## src/rtl/btn_debounce_pulse_pkg.sv

```systemverilog
// rtl/btn_debounce_pulse_pkg.sv - shared state encodings and defaults for the button debouncer
package btn_debounce_pulse_pkg;

    // Gray-style encoding: bit 1 is the debounced level in the IDLE states,
    // and exactly one bit changes on every legal transition.
    typedef enum logic [1:0] {
        IDLE_LOW  = 2'b00,
        WAIT_HIGH = 2'b01,
        IDLE_HIGH = 2'b11,
        WAIT_LOW  = 2'b10
    } deb_state_e;

    localparam int unsigned DEB_CYCLES_DEF = 50000;
    localparam int unsigned CNT_W_DEF      = 16;

endpackage

```

## src/rtl/sync_2ff.sv

```systemverilog
// rtl/sync_2ff.sv - two-flop synchroniser with asynchronous active-high reset
//
// Ports:
//   clk   in  1  destination clock
//   reset in  1  asynchronous, active-high; clears both flops to 0
//   d     in  1  asynchronous input
//   q     out 1  input synchronised into clk (two-cycle latency)
module sync_2ff (
    input  logic clk,
    input  logic reset,
    input  logic d,
    output logic q
);

    logic s1_q;
    logic s2_q;

    always_ff @(posedge clk or posedge reset) begin
        if (reset) begin
            s1_q <= 1'b0;
            s2_q <= 1'b0;
        end else begin
            s1_q <= d;
            s2_q <= s1_q;
        end
    end

    assign q = s2_q;

endmodule

```

## src/rtl/btn_debounce_pulse.sv

```systemverilog
// rtl/btn_debounce_pulse.sv - push-button synchroniser, debouncer and press/release pulse generator
//
// Ports:
//   clk           in  1  sole clock
//   reset         in  1  asynchronous, active-high
//   btn_in        in  1  raw bouncing button, asynchronous to clk
//   btn_level     out 1  debounced level (1 = pressed)
//   press_pulse   out 1  one-cycle pulse on an accepted 0->1 transition
//   release_pulse out 1  one-cycle pulse on an accepted 1->0 transition
//   busy          out 1  high while a transition is being qualified
module btn_debounce_pulse
    import btn_debounce_pulse_pkg::*;
#(
    parameter int unsigned DEB_CYCLES = DEB_CYCLES_DEF,
    parameter int unsigned CNT_W      = CNT_W_DEF
) (
    input  logic clk,
    input  logic reset,
    input  logic btn_in,
    output logic btn_level,
    output logic press_pulse,
    output logic release_pulse,
    output logic busy
);

    localparam logic [CNT_W-1:0] CNT_LAST = CNT_W'(DEB_CYCLES - 1);

    logic             btn_s2;
    deb_state_e       state_q;
    deb_state_e       state_d;
    logic [CNT_W-1:0] cnt_q;
    logic             cnt_clr;
    logic             cnt_inc;
    logic             press_d;
    logic             release_d;
    logic             btn_level_q;
    logic             busy_q;
    logic             press_q;
    logic             release_q;

    sync_2ff u_sync (
        .clk   (clk),
        .reset (reset),
        .d     (btn_in),
        .q     (btn_s2)
    );

    always_ff @(posedge clk or posedge reset) begin
        if (reset) begin
            state_q <= IDLE_LOW;
        end else begin
            state_q <= state_d;
        end
    end

    always_comb begin
        state_d   = state_q;
        cnt_clr   = 1'b0;
        cnt_inc   = 1'b0;
        press_d   = 1'b0;
        release_d = 1'b0;
        unique case (state_q)
            IDLE_LOW: begin
                if (btn_s2) begin
                    state_d = WAIT_HIGH;
                    cnt_clr = 1'b1;
                end
            end
            WAIT_HIGH: begin
                if (!btn_s2) begin
                    state_d = IDLE_LOW;
                end else if (cnt_q == CNT_LAST) begin
                    state_d = IDLE_HIGH;
                    press_d = 1'b1;
                end else begin
                    cnt_inc = 1'b1;
                end
            end
            IDLE_HIGH: begin
                if (!btn_s2) begin
                    state_d = WAIT_LOW;
                    cnt_clr = 1'b1;
                end
            end
            WAIT_LOW: begin
                if (btn_s2) begin
                    state_d = IDLE_HIGH;
                end else if (cnt_q == CNT_LAST) begin
                    state_d   = IDLE_LOW;
                    release_d = 1'b1;
                end else begin
                    cnt_inc = 1'b1;
                end
            end
            default: state_d = IDLE_LOW;
        endcase
    end

    // Cleared on every WAIT entry and stops at CNT_LAST because the FSM
    // leaves the WAIT state on that cycle, so it can never wrap.
    always_ff @(posedge clk or posedge reset) begin
        if (reset) begin
            cnt_q <= '0;
        end else if (cnt_clr) begin
            cnt_q <= '0;
        end else if (cnt_inc) begin
            cnt_q <= cnt_q + 1'b1;
        end
    end

    // Outputs are decoded from the next state so they change on the same
    // edge as the state register and carry no path from btn_in.
    always_ff @(posedge clk or posedge reset) begin
        if (reset) begin
            btn_level_q <= 1'b0;
            busy_q      <= 1'b0;
            press_q     <= 1'b0;
            release_q   <= 1'b0;
        end else begin
            btn_level_q <= (state_d == IDLE_HIGH) || (state_d == WAIT_LOW);
            busy_q      <= (state_d == WAIT_HIGH) || (state_d == WAIT_LOW);
            press_q     <= press_d;
            release_q   <= release_d;
        end
    end

    assign btn_level     = btn_level_q;
    assign busy          = busy_q;
    assign press_pulse   = press_q;
    assign release_pulse = release_q;

endmodule
```

## config.mk

```make
export PLATFORM = sky130hd
export DESIGN_NAME = btn_debounce_pulse
export DESIGN_NICKNAME = d
export VERILOG_FILES = /design/src/rtl/btn_debounce_pulse_pkg.sv /design/src/rtl/sync_2ff.sv /design/src/rtl/btn_debounce_pulse.sv
export SDC_FILE = /design/constraint.sdc
export NUM_CORES = 1
export LEC_CHECK = 0
export BUFFER_PORTS_ARGS = -buffer_cell sky130_fd_sc_hd__buf_4
export CORE_MARGIN = 5
export CORE_UTILIZATION = 63
export CTS_CLUSTER_SIZE = 16
export DETAILED_ROUTE_END_ITERATION = 10
export GPL_ROUTABILITY_DRIVEN = 0
export GPL_TIMING_DRIVEN = 0
export PLACE_DENSITY = 0.86
export SYNTH_ARGS = -nofsm -noshare
export SYNTH_HDL_FRONTEND = slang
export SYNTH_SLANG_ARGS = --single-unit
```

## constraint.sdc

```tcl
create_clock -name clk -period 4.45 [get_ports clk]
set_input_delay 0.445 -clock clk [delete_from_list [all_inputs] [get_ports clk]]
set_output_delay 0.445 -clock clk [all_outputs]
set_load 0.01 [all_outputs]
```

==> flow_metrics.py <==
metrics = {
    "status": {
        "outcome": "completed",
    },
    "power": {
        "switching_share_pct": 35.5,
        "pwr-share-comb_pct": 34.4,
        "seqPwrFrac_pct": 47.5,
        "power_frac_clock_pct": 18.1,
        "peakVddDrop_uv": 348,
        "p_int_mw": 0.334,
        "switchingPower_mw": 0.184,
        "power_density_nw_per_um2": 385,
        "power_leakage_nw": 0.613,
    },
    "logic_synthesis": {
        "synth.ff_latch_count": 23,
        "synthCells": 121,
        "yosys_warnings": 0,
        "ys_types": 39,
        "seq_area_frac_synth_pct": 46.4,
        "synth-simple-area-share_pct": 25.3,
        "syn-cell-area_sq_um": 1240,
        "synth.avg_cell_area_sq_um": 10.2,
        "synthAdderAreaFrac_pct": 5.05,
        "synth_top_family_by_area": "simple AND/OR/NAND/NOR gates",
        "synth_nets": 129,
        "synth_area_leaders": "dfrtp_1 46%, xor2_1 7.1%, ha_1 5.0%",
        "synth_compound_area_share_pct": 8.07,
        "synth_top_area_share_pct": 46.4,
        "muxShareOfSynthArea_pct": 2.02,
        "synth_xor_area_share_pct": 9.89,
        "yosysTopAreaCell": "dfrtp_1",
    },
    "critical_path": {
        "cp.arrival_ns": 2.09,
        "crit_path_top_delay_cell": "dfrtp_1",
        "critPathKind": "register to register",
        "worstPathRequired_ns": 4.63,
        "worstSetupEndpointType": "register",
        "worstPathCellList": "inv_1, ha_1, nand2_1, o21ai_1, clkbuf_1, nor2_1",
        "cp-start-kind": "register",
        "crit_fanout": 10,
        "cp_slowest_stage_delay_ns": 0.44,
    },
    "global_routing": {
        "grt-ovfl-total": 0,
        "grt_pass1_vias": 861,
        "grt_pass1_wl_um": 3830,
        "antenna_found_initial": 0,
        "grt.total_usage_pct": 18.1,
        "grt_max_degree": 24,
    },
    "die": {
        "die_area_sq_um": 2960,
        "rows": 16,
        "die_w_um": 54.4,
        "start_util_pct": 64.5,
        "ioPinCount": 7,
        "core_sq_um": 1920,
        "die_y_um": 54.4,
    },
    "placed_design": {
        "port-buffer-count": 6,
        "post-place-cells": 154,
        "hpwl_um": 1650,
    },
    "sta": {
        "finalWorstPathRequiredPeriod_ns": 1.91,
        "hold_viol_final": 0,
        "setup_viol": 0,
        "fmax_ghz": 0.523,
        "fin_crit_sh_pct": 42.9,
        "slew_headroom_pct": 44.2,
        "skew_ns": 0.0158,
        "rsz0062_at_grt": "no",
        "tns_ns": 0,
        "worst_slew_pin_slew_ns": 0.836,
        "finalMaxSlewViolations": 0,
    },
    "routing": {
        "firstDrtPassIters": 4,
        "routedWlPerCell_um": 14.0,
        "wl_um": 2220,
        "via_count": 914,
        "avgViaCountPerCell": 5.78,
        "drt_iter0_markers": 16,
        "ant_nets": 0,
        "drc": 0,
    },
    "clock_tree": {
        "cts_resized": 0,
        "clock_latency_ns": 0.31,
        "cts_tree": "done",
        "clockBufferDepth": 2,
        "cts_buffers": 3,
        "numClockSinks": 23,
        "cts_setup_buffers": 0,
        "path_clk_slew_ns": 0.13,
        "postCtsHoldBufs": 0,
        "cts_max_level": 1,
        "clock-root-buffer": "clkbuf_4",
    },
    "layout": {
        "drive_above_1_share_pct": 15.3,
        "utilization_pct": 70.1,
        "final_cells": 158,
        "fin_nets": 140,
        "syn2layout_area_growth_pct": 8.58,
        "diodes": 0,
    },
    "worst_hold_path": {
        "hold_path_class": "input port to register",
    },
    "run": {
        "max_cap_viol_count": 0,
    },
}
[Yosys cell counts, drive strengths merged]
cell type and number:
o21ai 3, o211ai 1, o211a 1, nor3b 1
a21boi 1, a221oi 1, ha 5, nand2 6
mux2i 1, o41ai 1, xnor2 4, xor2 10
nor3 4, dfrtp 23, nor2b 1, nor4b 1
and3 2, nand4b 1, o22ai 1, inv 5
nand3 9, and2 1, and4 2, nor4 1
buf 3, and4bb 2, a21oi 3, nor2 16
nand4 5, mux2 1, clkbuf 1, or3 2
o21a 1, o21bai 1
[cells in the final DEF, fill, tap and decap left out, types with 2 or more instances in the layout]
cell	netlist	routed
inv_1	5	5
or3_1	2	2
and3_1	2	2
a21oi_1	3	3
and4_1	2	2
xnor2_1	4	4
buf_4	1	7
nor2_1	16	16
nand4_1	4	4
clkbuf_4	0	3
xor2_1	10	10
buf_2	2	2
ha_1	5	5
o21ai_0	2	2
nor3_1	3	3
nand3_1	9	9
dfrtp_1	23	23
nand2_1	6	6
[flip-flops by register name (all words and copies together) (netlist names)]
| name | flops |
|---|---|
| release_pulse | 1 |
| u_sync.q | 1 |
| btn_level | 1 |
| state_q | 1 |
| press_pulse | 1 |
| u_sync.s1_q | 1 |
| busy | 1 |
| cnt_q | 16 |
[cell families after synthesis]
| kind of cell | count (synthesis) |
|---|---|
| adders and majority gates | 5 |
| and+or+nand+nor | 54 |
| DFF | 23 |
| AOI/OAI and AO/OA | 14 |
| buffers and inverters | 9 |
| xor gates and xnor gates | 14 |
| muxes | 2 |
[per-stage QoR]
stage | setup slack, ns | cell area, sq um | power (mW) | hold slack, ns
2_1_floorplan | 2.70 | 1240 | 0.381 | 0.331
3_3_place_gp | 2.62 | 1320 | 0.416 | 0.333
3_5_place_dp | 2.58 | 1320 | 0.427 | 0.342
4_1_cts | 2.52 | 1350 | 0.522 | 0.223
5_1_grt | 2.23 | 1350 | 0.560 | 0.210
6_report | 2.54 | 1350 | 0.518 | 0.228
[worst max-delay path: cells and delay by family, from the launching register on]
kind,cells,cell delay (ns)
AO/OA/AOI/OAI,1,0.27
flip-flops,1,0.44
buffers and inverters,2,0.55
AND/OR/NAND/NOR,2,0.22
adder cells (fa/ha/maj),1,0.29
[metal layers]
metal  part of all wire [%]  vias up  track usage [%]
li1                       -      451                -
met1                     47      448             24.3
met3                    3.3        2             2.45
met2                     49       13             29.9
met4                   0.54        0             6.22
met5                      0        -                0
[power by group through the flow]
stage          clock, mW  sequential, mW  combinational (mW)
5_1_grt            0.105           0.249               0.205
4_1_cts           0.0965           0.246               0.180
2_1_floorplan          0           0.249               0.132
6_report          0.0937           0.246               0.178
3_3_place_gp           0           0.248               0.168
3_5_place_dp           0           0.249               0.178
[final cells by class]
| cell class | instances | area [sq um] |
|---|---|---|
| plain buffers | 4 | 21.3 |
| clock buffers | 3 | 22.5 |
| clock inverters | 1 | 5.00 |
| fillers | 159 | 576 |
| inverters | 5 | 18.8 |
| multi-input cells | 89 | 624 |
| flip-flops and latches | 23 | 576 |
| well taps | 27 | 33.8 |
| repair buffers | 6 | 45.0 |
[worst paths after layout]
check,start,slack [ns],cells after the start,end
worst max-delay path,btn_level,2.54,6,cnt_q[12]
worst min-delay path,btn_in,0.23,1,u_sync.s1_q
worst max register to register,btn_level,2.54,6,cnt_q[12]
worst min register to register,u_sync.s1_q,0.37,0,u_sync.q
max in group asynchronous,reset,3.63,2,cnt_q[6]
min in group asynchronous,reset,0.29,2,busy
Power figures use the tool's default switching activity.
